### src/rtl/tap_ir_dr_if.sv
// Signal bundle between the TAP controller side and the IR/DR block.
// The master drives the TAP state code and scan inputs; the slave returns TDO and the USER port.
interface tap_ir_dr_if #(
   parameter int unsigned IR_W   = 3,
   parameter int unsigned USER_W = 8
);
   logic [3:0]        state_obs;
   logic              TDI;
   logic [USER_W-1:0] user_capture;
   logic              TDO;
   logic              TDO_en;
   logic [IR_W-1:0]   ir_out;
   logic [USER_W-1:0] user_update;
   logic              user_strobe;

   modport master (
      output state_obs, TDI, user_capture,
      input  TDO, TDO_en, ir_out, user_update, user_strobe
   );

   modport slave (
      input  state_obs, TDI, user_capture,
      output TDO, TDO_en, ir_out, user_update, user_strobe
   );
endinterface

### src/rtl/tap_ir_dr.sv
// JTAG instruction register plus BYPASS, IDCODE and USER data registers,
// driven by the state code of an external TAP controller.
module tap_ir_dr #(
   parameter int unsigned IR_W   = 3,
   parameter logic [31:0] IDCODE = 32'h1000_0001,
   parameter int unsigned USER_W = 8
) (
   input logic         GCLK,
   input logic         TRST_N,
   tap_ir_dr_if.slave  bus
);
   typedef enum logic [3:0] {
      S_EX2_DR   = 4'h0, S_EX1_DR   = 4'h1, S_SHIFT_DR = 4'h2, S_PAUSE_DR = 4'h3,
      S_SEL_IR   = 4'h4, S_UPD_DR   = 4'h5, S_CAP_DR   = 4'h6, S_SEL_DR   = 4'h7,
      S_EX2_IR   = 4'h8, S_EX1_IR   = 4'h9, S_SHIFT_IR = 4'hA, S_PAUSE_IR = 4'hB,
      S_RTI      = 4'hC, S_UPD_IR   = 4'hD, S_CAP_IR   = 4'hE, S_TLR      = 4'hF
   } tap_state_e;

   typedef enum logic [1:0] {DR_BYPASS, DR_IDCODE, DR_USER} dr_sel_e;

   localparam logic [IR_W-1:0] INSTR_IDCODE = IR_W'(1);
   localparam logic [IR_W-1:0] INSTR_USER   = IR_W'(2);
   // Cap-IR loads the mandatory ...01 pattern, which happens to equal the IDCODE opcode.
   localparam logic [IR_W-1:0] IR_CAPTURE   = IR_W'(1);

   tap_state_e        state;
   dr_sel_e           dr_sel;

   logic [IR_W-1:0]   ir_q, ir_d;
   logic [IR_W-1:0]   ir_shift_q, ir_shift_d;
   logic [31:0]       id_shift_q, id_shift_d;
   logic              byp_q, byp_d;
   logic [USER_W-1:0] user_shift_q, user_shift_d;
   logic [USER_W-1:0] user_update_q, user_update_d;
   logic              user_strobe_q, user_strobe_d;
   logic              tdo;

   assign state = tap_state_e'(bus.state_obs);

   // DR selection follows the updated instruction only, never the IR shift stage.
   always_comb begin
      case (ir_q)
         INSTR_IDCODE: dr_sel = DR_IDCODE;
         INSTR_USER:   dr_sel = DR_USER;
         default:      dr_sel = DR_BYPASS;
      endcase
   end

   always_comb begin
      // NOTE: every next-state signal defaults to its hold value first, so no path can infer a latch.
      ir_d          = ir_q;
      ir_shift_d    = ir_shift_q;
      id_shift_d    = id_shift_q;
      byp_d         = byp_q;
      user_shift_d  = user_shift_q;
      user_update_d = user_update_q;
      user_strobe_d = 1'b0;
      case (state)
         S_TLR:      ir_d = INSTR_IDCODE;
         S_CAP_IR:   ir_shift_d = IR_CAPTURE;
         S_SHIFT_IR: ir_shift_d = {bus.TDI, ir_shift_q[IR_W-1:1]};
         S_UPD_IR:   ir_d = ir_shift_q;
         S_CAP_DR: begin
            case (dr_sel)
               DR_IDCODE: id_shift_d   = IDCODE;
               DR_USER:   user_shift_d = bus.user_capture;
               default:   byp_d        = 1'b0;
            endcase
         end
         S_SHIFT_DR: begin
            case (dr_sel)
               DR_IDCODE: id_shift_d   = {bus.TDI, id_shift_q[31:1]};
               DR_USER:   user_shift_d = {bus.TDI, user_shift_q[USER_W-1:1]};
               default:   byp_d        = bus.TDI;
            endcase
         end
         S_UPD_DR: begin
            if (dr_sel == DR_USER) begin
               user_update_d = user_shift_q;
               user_strobe_d = 1'b1;
            end
         end
         default: ;
      endcase
   end

   always_ff @(posedge GCLK or negedge TRST_N) begin
      if (!TRST_N) begin
         ir_q          <= INSTR_IDCODE;
         ir_shift_q    <= '0;
         id_shift_q    <= '0;
         byp_q         <= 1'b0;
         user_shift_q  <= '0;
         user_update_q <= '0;
         user_strobe_q <= 1'b0;
      end else begin
         // NOTE: non-blocking assignments here so every flop samples pre-edge values.
         ir_q          <= ir_d;
         ir_shift_q    <= ir_shift_d;
         id_shift_q    <= id_shift_d;
         byp_q         <= byp_d;
         user_shift_q  <= user_shift_d;
         user_update_q <= user_update_d;
         user_strobe_q <= user_strobe_d;
      end
   end

   // TDO is combinational so the captured LSB is visible on Shift entry without an edge.
   always_comb begin
      tdo = 1'b0;
      if (state == S_SHIFT_IR) begin
         tdo = ir_shift_q[0];
      end else if (state == S_SHIFT_DR) begin
         case (dr_sel)
            DR_IDCODE: tdo = id_shift_q[0];
            DR_USER:   tdo = user_shift_q[0];
            default:   tdo = byp_q;
         endcase
      end
   end

   assign bus.TDO         = TRST_N & tdo;
   assign bus.TDO_en      = TRST_N & ((state == S_SHIFT_IR) | (state == S_SHIFT_DR));
   assign bus.ir_out      = ir_q;
   assign bus.user_update = user_update_q;
   assign bus.user_strobe = user_strobe_q;
endmodule

### src/flat_wrapper.sv
// flat-port wrapper written by rule: the top's interface ports become plain ports
module tap_ir_dr_flat 
#(
   parameter int unsigned IR_W   = 3,
   parameter logic [31:0] IDCODE = 32'h1000_0001,
   parameter int unsigned USER_W = 8
)
  (GCLK, TRST_N, bus_state_obs, bus_TDI, bus_user_capture, bus_TDO, bus_TDO_en, bus_ir_out, bus_user_update, bus_user_strobe);
  tap_ir_dr_if #(.IR_W(IR_W), .USER_W(USER_W)) bus_i ();
  input logic GCLK;
  input logic TRST_N;
  input wire logic [$bits(bus_i.state_obs)-1:0] bus_state_obs;
  input wire logic [$bits(bus_i.TDI)-1:0] bus_TDI;
  input wire logic [$bits(bus_i.user_capture)-1:0] bus_user_capture;
  output wire logic [$bits(bus_i.TDO)-1:0] bus_TDO;
  output wire logic [$bits(bus_i.TDO_en)-1:0] bus_TDO_en;
  output wire logic [$bits(bus_i.ir_out)-1:0] bus_ir_out;
  output wire logic [$bits(bus_i.user_update)-1:0] bus_user_update;
  output wire logic [$bits(bus_i.user_strobe)-1:0] bus_user_strobe;
  assign bus_i.state_obs = bus_state_obs;
  assign bus_i.TDI = bus_TDI;
  assign bus_i.user_capture = bus_user_capture;
  assign bus_TDO = bus_i.TDO;
  assign bus_TDO_en = bus_i.TDO_en;
  assign bus_ir_out = bus_i.ir_out;
  assign bus_user_update = bus_i.user_update;
  assign bus_user_strobe = bus_i.user_strobe;
  tap_ir_dr #(.IR_W(IR_W), .IDCODE(IDCODE), .USER_W(USER_W)) u_core (.GCLK(GCLK), .TRST_N(TRST_N), .bus(bus_i));
endmodule
### config.mk
export PLATFORM = sky130hd
export DESIGN_NAME = tap_ir_dr_flat
export DESIGN_NICKNAME = d
export VERILOG_FILES = /design/src/rtl/tap_ir_dr_if.sv /design/src/rtl/tap_ir_dr.sv /design/src/flat_wrapper.sv
export SDC_FILE = /design/constraint.sdc
export NUM_CORES = 1
export LEC_CHECK = 0
export BUFFER_PORTS_ARGS = -buffer_cell sky130_fd_sc_hd__buf_2
export CAP_MARGIN = 30
export CORE_MARGIN = 8
export CORE_UTILIZATION = 60
export DETAILED_ROUTE_END_ITERATION = 16
export GPL_ROUTABILITY_DRIVEN = 0
export PLACE_DENSITY = 0.93
export SYNTH_ARGS = -nofsm -noshare
export SYNTH_HDL_FRONTEND = slang
export SYNTH_SLANG_ARGS = --single-unit
### constraint.sdc
create_clock -name GCLK -period 3.2 [get_ports GCLK]
set_clock_uncertainty 0.05 [all_clocks]
set_input_delay 0.32 -clock GCLK [delete_from_list [all_inputs] [get_ports GCLK]]
set_output_delay 0.32 -clock GCLK [all_outputs]
set_load 0.1 [all_outputs]
# == Word-level counts from Yosys, hierarchy flattened ==
# Index checks and enable logic that the tools add are counted.
# Widths: inputs -> output; s select.
# op_classes
eq_ne,17
n_mux,17
bitwise,3
reduce_logical,8
# ops
cell,n
$mux 32,2
$pmux 32 s2,1
$eq 4x4->1 const B,4
$mux 8,2
$pmux 8 s2,1
$pmux 3 s2,2
$reduce_and 3->1,3
$eq 4x3->1 const B,2
$mux 1,6
$ne 2x1->1 const B,3
$ne 2x2->1 const B,3
$reduce_bool 2->1,3
$eq 4x2->1 const B,1
$pmux 1 s2,2
$pmux 2 s2,1
$eq 3x1->1 const B,1
$eq 3x2->1 const B,1
$and 1x1->1,2
$eq 2x1->1 const B,1
$eq 2x2->1 const B,1
$reduce_and 2->1,1
$reduce_or 2->1,1
$or 1x1->1,1
# totals
register_bits,56
output_inout_bits,14
wordCells,52

# == Depth between registers and ports, before layout ==
# Gate-level depths: netlist of the first run.
# depth
ltp_word,7
mapped_depth,9
mapped_depth_nobuf,7

# == Worst setup path before layout of the first run ==
# Ideal clock, no wire load.
# synth_timing
path_type,flip-flop to output port
from,register u_core.ir_q[0] (netlist: u_core.bus.ir_out[0])
to,output port bus_TDO
arrival_time_ns,2.480
required_time_ns,2.830
setup_slack_ns,0.350
stages_incl_launch_ff,6
path_buffers,0
path_cell_list,dfstp_2 > nor3b_1 > ha_1 > nor2b_1 > o21ai_0 > and3_1
# synth_via
elab_chain_len,7
word_cells_on_any_way,9
# synth_rtl
element,line_no,text
start: declaration,tap_ir_dr.sv:29,"logic [IR_W-1:0] ir_q, ir_d;"
start signal: assignment,tap_ir_dr.sv:98,ir_q <= ir_d;
$eq 3x2->1 / $eq 3x1->1 (equally long branches),tap_ir_dr.sv:42,case (ir_q)
$pmux 2 s2 *,tap_ir_dr.sv:42,
$eq 2x2->1 / $eq 2x1->1 (equally long branches),tap_ir_dr.sv:114,case (dr_sel)
$pmux 1 s2 *,tap_ir_dr.sv:114,
$mux 1 *,tap_ir_dr.sv:113,end else if (state == S_SHIFT_DR) begin
$mux 1 *,tap_ir_dr.sv:111,if (state == S_SHIFT_IR) begin
$and 1x1->1 *,tap_ir_dr.sv:122,assign bus.TDO = TRST_N & tdo;
end: declaration,flat_wrapper.sv:15,output wire logic [$bits(bus_i.TDO)-1:0] bus_TDO;
# Mark *: on every way between the ends. The rest lies on a longest branch, timed or not.

# == Worst setup path after layout of the first run ==
# Ends and elaborated chain as after synthesis.

==> results of run 1 <==
## report_power, final
group | switching [W] | leakage (nW) | internal [W]
clock network | 0.000219 | 0.0510 | 0.000173
registers | 0.0000370 | 0.769 | 0.000760
logic | 0.000133 | 0.458 | 0.0000668
## area by class of cell
class	count	area, um^2
inverter	2	7.51
clock inverter	2	10.0
fill	307	1310
clock buffer	6	82.6
timing repair buffer	30	155
multi-input combinational	169	1030
sequential	56	1400
tap	50	62.6
## worst reg2reg max path, stage by stage, from the launching register on
cell,delay (ns)
dfstp_2,0.56
nor3b_1,0.27
inv_1,0.11
ha_1,0.22
and4bb_1,0.45
nor2_1,0.23
a21oi_2,0.05
## cell families (layout without fill, tap and decap cells)
family	after synthesis	count (layout)	share of synthesized area, %
DFF	56	56	54.7
muxes	16	16	6.69
buffers and inverters	17	40	5.32
and+or+nand+nor	101	101	20.9
adders and majority gates	3	3	1.46
AOI/OAI and AO/OA	49	49	10.8
## synthesized netlist by cell type, drive strengths merged, types with 2 or more instances
cell type / instances / area [um^2]
a21oi: 9 / 75.1
and4bb: 2 / 25.0
buf: 13 / 121
clkbuf: 2 / 7.51
dfrtp: 55 / 1380
ha: 3 / 37.5
inv: 2 / 7.51
mux2: 9 / 101
mux2i: 7 / 70.1
nand2: 42 / 158
nand2b: 33 / 206
nand3: 2 / 10.0
nor2: 15 / 68.8
nor2b: 2 / 12.5
o21ai: 39 / 195
## layout by cell type, fill, tap and decap left out, types with 2 or more instances in the layout
cell      count
nand3_1       2
o21ai_1      28
dfrtp_1      55
clkinv_2      2
buf_2        28
inv_1         2
clkbuf_8      6
ha_1          3
o21ai_0      11
buf_4         2
nor2_1       12
mux2_2        9
mux2i_1       7
a21oi_2       8
nand2_1      42
nand2b_1     33
nor2b_1       2
nor2_2        2
## state kept, by name (all words and copies together), names as in the netlist
signal,flops
u_core.id_shift_q,32
u_core.bus.user_update,8
u_core.user_shift_q,8
u_core.bus.ir_out,3
u_core.ir_shift_q,3
u_core.bus.user_strobe,1
u_core.byp_q,1
## how the worst min path moves through the flow
stage                                     start                     to  depth (start not counted)
after floorplan                          TRST_N   u_core.bus.ir_out[1]                          0
after global placement    u_core.id_shift_q[31]  u_core.id_shift_q[31]                          2
after detailed placement  u_core.id_shift_q[27]  u_core.id_shift_q[27]                          2
after CTS                                TRST_N  u_core.id_shift_q[20]                          2
after global routing                     TRST_N  u_core.id_shift_q[19]                          2
final                                    TRST_N  u_core.id_shift_q[19]                          2
## per-layer routing
| layer | vias to the layer above | wire length [um] |
|---|---|---|
| met5 | - | 0 |
| met4 | 0 | 65 |
| met3 | 5 | 165 |
| met2 | 25 | 2160 |
| met1 | 769 | 2030 |
| li1 | 837 | - |
## per-stage QoR
step | area, um^2 | cells | power (W)
global placement | 2660 | 307 | 0.00100
global route | 2750 | 315 | 0.00146
floorplan | 2560 | 242 | 0.000958
finish | 2750 | 315 | 0.00139
detailed placement | 2660 | 307 | 0.00101
CTS | 2750 | 315 | 0.00140
==> flow_summary.json, run 1 <==
{
  "crit_path_end_kind": "output pin",
  "grt_util_met1_pct": 18.0,
  "grt_use_total_pct": 14.3,
  "holdWs_ns": 0.116,
  "p_per_area_mw_per_mm2": 505,
  "synth_seq_area_share_pct": 54.7,
  "irDropWorstVdd_uv": 372,
  "hold_viol": 0,
  "slew_headroom_pct": 50.3,
  "cp_cell_sequence": "nor3b_1 > ha_1 > nor2b_1 > o21ai_0 > and3_1 > buf_2",
  "cts_tree": "built",
  "cpPeakStageDelay_ns": 0.56,
  "fmax_mhz": 376,
  "cts_setup_buffers": 0,
  "grt_overflow": 0,
  "mappedNetlistArea_mm2": 0.00256,
  "reg2reg_depth": 6,
  "avgSynthCellArea_um2": 10.6,
  "rsz0062_at_grt": "no",
  "synthToLayoutAreaGrowth_pct": 7.28,
  "start_util_pct": 63.2,
  "hold_buffers": 0,
  "ios": 29,
  "cp.arrival_ns": 2.29,
  "critical_path.top_delay_family": "simple AND/OR/NAND/NOR gates",
  "ys_warn_count": 0,
  "clk_latency_ns": 0.30,
  "numCtsBuffers": 5,
  "routedWlPerCell_um": 14.0,
  "cp.depth": 6,
  "maxCapViolCount": 0,
  "crit_start": "u_core.bus.ir_out[0]",
  "crit_path_max_fanout": 4,
  "ys_ff_latch": 56,
  "row_count": 23,
  "synth_flop_cell": "dfrtp_1",
  "timing.final.ws_setup_ns": 0.539,
  "syn-num-nets": 260,
  "status": "completed",
  "cts_root_buf": "clkbuf_8",
  "drc_errors": 0,
  "r2r_slack_ns": 1.12,
  "cp.required_ns": 2.83,
  "htreeDepth": 2,
  "worst_pin_slew_ns": 0.746,
  "post-route-util_pct": 67.7,
  "cts.clk_slew.worst_paths_ns": 0.09,
  "drt-initial-drc-count": 126,
  "antenna_left": 0,
  "vias": 1636,
  "reg2reg_from": "u_core.bus.ir_out[0]",
  "diodes": 0,
  "crit_slowest_cell": "dfstp_2",
  "ys_async_sr_fraction_pct": 100,
  "antenna_found_initial": 0,
  "min_path_type": "in -> async",
  "vias_per_cell": 5.19,
  "p_leak_nw": 1.28,
  "min_period_ns": 2.66,
  "critPathBufInv": 1,
  "core_mm2": 0.00406,
  "grt_pass1_vias": 1613,
  "clockBufferDepth": 2,
  "fin_nets": 282,
  "start_kind": "flip-flop",
  "post-place-ws_ns": 0.874,
  "die_x_um": 81.4,
  "cp-endpoint": "bus_TDO",
  "dieArea_mm2": 0.00662,
  "min_period_over_period_pct": 83.1,
  "firstDrtPassIters": 4,
  "critPathKind": "reg -> out",
  "chipHeight_um": 81.4,
  "setup_viol": 0,
  "synth_edf_count": 0,
  "portBuffers": 28,
  "yosys.cell_types.count": 30,
  "synthCells": 242,
  "use_met3_pct": 3.86,
  "met2_usage_pct": 23.2,
  "hpwlAfterDp_um": 3000,
  "layout-drive-gt1-share_pct": 23.4,
  "grt-busiest-layer": "met2",
  "wl_um": 4420,
  "tns_ns": 0,
  "cts_resized": 0,
  "grt_pass1_wl_um": 7380,
  "cts_sinks": 56,
  "grt_max_degree": 65,
  "maxSlewViolCount": 0,
  "r2r-end": "u_core.user_shift_q[5]"
}
Power figures use the tool's default switching activity.
==> run 2: changes to the inputs <==
- CORE_UTILIZATION: 60 -> 52
- PLACE_DENSITY: 0.93 -> 0.86
- clock period: 3.2 -> 2.2 ns (I/O delays scaled with it)
==> run 2 against run 1 <==
The flow now finishes with violations (setup timing); first-iteration DRC count grew 13%; worst hold slack worse by 0.071 ns; sequential cell count unchanged; combinational power up 61%; setup slack lost 0.62 ns; sequential share of layout area decreased by 1.6 points; critical endpoint unchanged; total power is 48% higher; die area grew 12%; non-clock buffer count up 2; critical path type unchanged; cell area increased by 3.8%; highest routed layer unchanged.
==> flow_summary.json, run 2 (same netlist as run 1, synthesis figures left out) <==
{
  "fillers": 398,
  "drc_errors": 0,
  "ios": 29,
  "timing.final.ws_setup_ns": -0.0819,
  "start_util_pct": 53.9,
  "final_cell_mix": "dfrtp_1 (53), nand2_1 (42), nand2b_1 (33)",
  "fin_cells": 334,
  "cts_sinks": 56,
  "htreeDepth": 2,
  "cts_tree": "built",
  "crit_start": "u_core.bus.ir_out[0]",
  "grt_pass1_wl_um": 7890,
  "p_total_w": 0.00206,
  "routed.top_layer": "met4",
  "place_inst": 325,
  "cp.required_ns": 1.93,
  "r2r_slack_ns": 0.24,
  "chipHeight_um": 86.2,
  "cts.clk_slew.worst_paths_ns": 0.09,
  "hold_viol": 0,
  "placed_area_mm2": 0.00274,
  "crit_path_max_fanout": 4,
  "grt_max_degree": 65,
  "clkPwrFrac_pct": 28.0,
  "switching_power_w": 0.000576,
  "power_frac_comb_pct": 15.5,
  "fin_area_mm2": 0.00285,
  "layout-drive-gt1-share_pct": 25.8,
  "synthToLayoutAreaGrowth_pct": 11.3,
  "fmax_mhz": 438,
  "cpPeakStageDelay_ns": 0.63,
  "rsz0062_at_grt": "yes",
  "die_x_um": 86.2,
  "diodes": 0,
  "cp.arrival_ns": 2.01,
  "post-route-util_pct": 60.0,
  "hpwlAfterDp_um": 3020,
  "dieArea_mm2": 0.00743,
  "setup_viol": 1,
  "p_per_area_mw_per_mm2": 723,
  "crit_path_end_kind": "output pin",
  "grt_pass1_vias": 1647,
  "vias": 1684,
  "antenna_found_initial": 0,
  "drt-initial-drc-count": 143,
  "intPower_w": 0.00149,
  "grt_use_total_pct": 13.2,
  "fin_nets": 284,
  "wl_met3_um": 160,
  "cp-endpoint": "bus_TDO",
  "layout_commonest_cell": "dfrtp_1",
  "r2r-end": "u_core.user_shift_q[3]",
  "maxCapViolCount": 0,
  "clk_latency_ns": 0.31,
  "cts_root_buf": "clkbuf_8",
  "cp_cell_sequence": "nor3b_4 > ha_4 > nor2b_1 > o21ai_1 > and3_4 > buf_12",
  "p_sw_share_pct": 27.9,
  "crit_slowest_cell": "dfstp_4",
  "p_leak_nw": 1.29,
  "portBuffers": 28,
  "largest_register": "u_core.id_shift_q",
  "post-place-ws_ns": 0.145,
  "antenna_left": 0,
  "firstDrtPassIters": 5,
  "worst_pin_slew_ns": 0.689,
  "wl_met2_um": 2240,
  "row_count": 25,
  "min_period_ns": 2.28,
  "wl_um": 4550,
  "largest_reg_flops": 32,
  "violations": "setup timing",
  "reg2reg_depth": 6,
  "maxSlewViolCount": 0,
  "numCtsBuffers": 5,
  "hold_buffers": 0,
  "min_period_over_period_pct": 104,
  "routedWlPerCell_um": 13.6,
  "vias_per_cell": 5.04,
  "irDropWorstVdd_uv": 316,
  "wl_met1_um": 2070,
  "critPathKind": "reg -> out",
  "min_path_type": "in -> async",
  "slew_headroom_pct": 54.1,
  "grt_overflow": 0,
  "status": "complete, but fails checks",
  "clockBufferDepth": 2,
  "start_kind": "flip-flop",
  "seqPwrFrac_pct": 56.5,
  "reg2reg_from": "u_core.bus.ir_out[0]",
  "core_mm2": 0.00475
}
[run 2: cell types whose count changed in the layout (fill, tap and decap cells not counted), sizes merged]
cell | before | now
clkinv | 2 | 0
buf | 30 | 32
clkbuf | 6 | 8
[run 2: how the worst min path moves through the flow]
| stage | cells after the start | from | slack (ns) | endpoint |
|---|---|---|---|---|
| 2_1_floorplan | 0 | TRST_N | -0.13 | u_core.bus.ir_out[1] |
| 3_3_place_gp | 2 | TRST_N | 0.41 | u_core.id_shift_q[27] |
| 3_5_place_dp | 2 | TRST_N | 0.41 | u_core.id_shift_q[23] |
| 4_1_cts | 2 | TRST_N | 0.08 | u_core.id_shift_q[23] |
| 5_1_grt | 2 | TRST_N | 0.11 | u_core.id_shift_q[4] |
| 6_report | 2 | TRST_N | 0.04 | u_core.id_shift_q[23] |
[run 2: metrics by stage]
stage | setup TNS, ns | hold WS [ns]
finish | -0.0819 | 0.0442
global route | -0.146 | 0.109
CTS | -0.125 | 0.0783
detailed placement | 0 | 0.412
global placement | 0 | 0.408
floorplan | 0 | -0.126
[run 2: cell type report]
class / count / area [um^2] / share of cell area (%)
clock buffers: 8 / 90.1 / 3.16
inverters: 2 / 7.51 / 0.263
multi-input cells: 169 / 1060 / 37.2
flip-flops and latches: 56 / 1410 / 49.4
well taps: 67 / 83.8 / 2.94
repair buffers: 32 / 200 / 7.02
[run 2: repair_timing]
action | 4_1_cts | 5_1_grt
setup endpoints to repair | 1 | 7
buffers inserted | 1 | 0
resized for setup | 3 | 1
pin swaps | 2 | 4
[run 2: worst max-delay path: cells and delay by family (launching register included)]
| kind | cells | cell delay, ns |
|---|---|---|
| AO/OA/AOI/OAI | 1 | 0.10 |
| buffers and inverters | 1 | 0.17 |
| AND/OR/NAND/NOR | 3 | 0.55 |
| adder cells (fa/ha/maj) | 1 | 0.24 |
| flip-flops | 1 | 0.63 |
[run 2: power groups by stage]
stage / clock network (W) / logic (W) / registers (W)
global placement: 0 / 0.000294 / 0.00118
global route: 0.000625 / 0.000358 / 0.00118
CTS: 0.000593 / 0.000326 / 0.00116
detailed placement: 0 / 0.000306 / 0.00118
finish: 0.000576 / 0.000320 / 0.00117
floorplan: 0 / 0.000180 / 0.00123
[run 2: layer usage]
| metal | vias to the layer above | global-route usage [%] |
|---|---|---|
| met5 | - | 0 |
| met4 | 0 | 5.79 |
| li1 | 840 | - |
| met1 | 819 | 16.2 |
| met3 | 6 | 2.93 |
| met2 | 19 | 21.6 |
==> run 3: changes to the inputs <==
- CORE_UTILIZATION: 52 -> 60
- PLACE_DENSITY: 0.86 -> 0.93
- clock period: 2.2 -> 2.7 ns (I/O delays scaled with it)
==> run 3 against run 2 <==
The run now ends clean; first-iteration DRC count down 27%; cell area down 2.3%; setup slack better by 0.29 ns.
==> flow_summary.json, run 3 (same netlist as run 1, synthesis figures left out) <==
{
  "seqPwrFrac_pct": 55.0,
  "critical_path.top_delay_family": "simple AND/OR/NAND/NOR gates",
  "min_path_type": "in -> async",
  "place_inst": 308,
  "rsz0062_at_grt": "no",
  "p_sw_share_pct": 26.9,
  "cts.clk_slew.worst_paths_ns": 0.09,
  "portBuffers": 28,
  "fillers": 293,
  "p_per_area_mw_per_mm2": 617,
  "power_frac_comb_pct": 14.2,
  "layout_commonest_cell": "dfrtp_1",
  "dieArea_mm2": 0.00662,
  "hold_buffers": 0,
  "cts_sinks": 56,
  "post-route-util_pct": 68.7,
  "start_kind": "flip-flop",
  "antenna_left": 0,
  "cts_root_buf": "clkbuf_8",
  "critPathBufInv": 1,
  "fin_area_mm2": 0.00279,
  "worst_pin_slew_ns": 0.763,
  "cp.required_ns": 2.38,
  "fin_cells": 316,
  "wl_met3_um": 117,
  "setup_viol": 0,
  "ff_latch_area_mm2": 0.00140,
  "cp_cell_sequence": "nor3b_1 > ha_1 > a211oi_1 > nand2_1 > and3_2 > buf_12",
  "grt_overflow": 0,
  "clk_latency_ns": 0.30,
  "ios": 29,
  "r2r-end": "u_core.id_shift_q[0]",
  "p_leak_nw": 1.29,
  "maxCapViolCount": 0,
  "tns_ns": 0,
  "maxSlewViolCount": 0,
  "placed_area_mm2": 0.00268,
  "hold_viol": 0,
  "crit_path_end_kind": "output pin",
  "core_mm2": 0.00406,
  "fin_nets": 283,
  "synthToLayoutAreaGrowth_pct": 8.79,
  "grt_pass1_vias": 1689,
  "grt_pass1_wl_um": 7780,
  "routed.top_layer": "met4",
  "min_period_ns": 2.49,
  "wl_um": 4500,
  "critPathKind": "reg -> out",
  "wl_met2_um": 2210,
  "cpPeakStageDelay_ns": 0.55,
  "reg2reg_depth": 6,
  "multi_input_area_mm2": 0.00103,
  "final_cell_mix": "dfrtp_1 (55), nand2_1 (42), nand2b_1 (33)",
  "layout-drive-gt1-share_pct": 23.7,
  "intPower_w": 0.00126,
  "timing.final.ws_setup_ns": 0.207,
  "post-place-ws_ns": 0.563,
  "grt_use_total_pct": 15.0,
  "start_util_pct": 63.2,
  "switching_power_w": 0.000462,
  "largest_reg_flops": 32,
  "slew_headroom_pct": 49.1,
  "firstDrtPassIters": 4,
  "min_period_over_period_pct": 92.3,
  "irDropWorstVdd_uv": 464,
  "hpwlAfterDp_um": 3080,
  "crit_path_max_fanout": 4,
  "cts_resized": 0,
  "status": "completed",
  "wl_met1_um": 2070,
  "die_x_um": 81.4,
  "largest_register": "u_core.id_shift_q",
  "drc_errors": 0,
  "chipHeight_um": 81.4,
  "cts_setup_buffers": 0,
  "numCtsBuffers": 5,
  "fmax_mhz": 401,
  "reg2reg_from": "u_core.bus.ir_out[0]",
  "vias": 1662,
  "clockBufferDepth": 2,
  "cts_tree": "built",
  "drt-initial-drc-count": 105,
  "r2r_slack_ns": 0.56,
  "routedWlPerCell_um": 14.2,
  "grt_max_degree": 57,
  "diodes": 0,
  "htreeDepth": 2,
  "crit_slowest_cell": "dfstp_2",
  "clkPwrFrac_pct": 30.8,
  "row_count": 23,
  "antenna_found_initial": 0,
  "vias_per_cell": 5.26,
  "cp.arrival_ns": 2.17
}
## run 3: per-layer routing
layer | GRT usage [%] | vias up
li1 | - | 840
met2 | 24.2 | 31
met5 | 0 | -
met4 | 6.96 | 0
met3 | 2.10 | 9
met1 | 19.6 | 782
## run 3: metrics by stage
stage               hold slack [ns]  power, W
finish                       0.0664   0.00172
global route                  0.137   0.00180
CTS                          0.0980   0.00173
detailed placement            0.426   0.00121
global placement              0.412   0.00119
floorplan                   -0.0756   0.00114
## run 3: power groups by stage
stage          combinational, W  sequential (W)  clock, W
3_5_place_dp           0.000245        0.000961         0
5_1_grt                0.000274        0.000953  0.000571
2_1_floorplan          0.000142        0.000994         0
4_1_cts                0.000248        0.000945  0.000538
6_report               0.000245        0.000945  0.000529
3_3_place_gp           0.000233        0.000956         0
## run 3: worst max path at each step
stage	start	to	cells past startpoint
after floorplan	u_core.bus.ir_out[0]	bus_TDO	5
after global placement	u_core.bus.ir_out[0]	bus_TDO	6
after detailed placement	u_core.bus.ir_out[0]	bus_TDO	6
after CTS	u_core.bus.ir_out[0]	bus_TDO	6
after global routing	u_core.bus.ir_out[0]	bus_TDO	6
final	u_core.bus.ir_out[0]	bus_TDO	6
## run 3: layout make-up
cell class              count  area share [%]
clock inverters             2            1.26
multi-input cells         169            36.9
inverters                   2           0.269
well taps                  50            2.24
clock buffers               6            2.60
flip-flops and latches     56            50.3
repair buffers             31            6.37
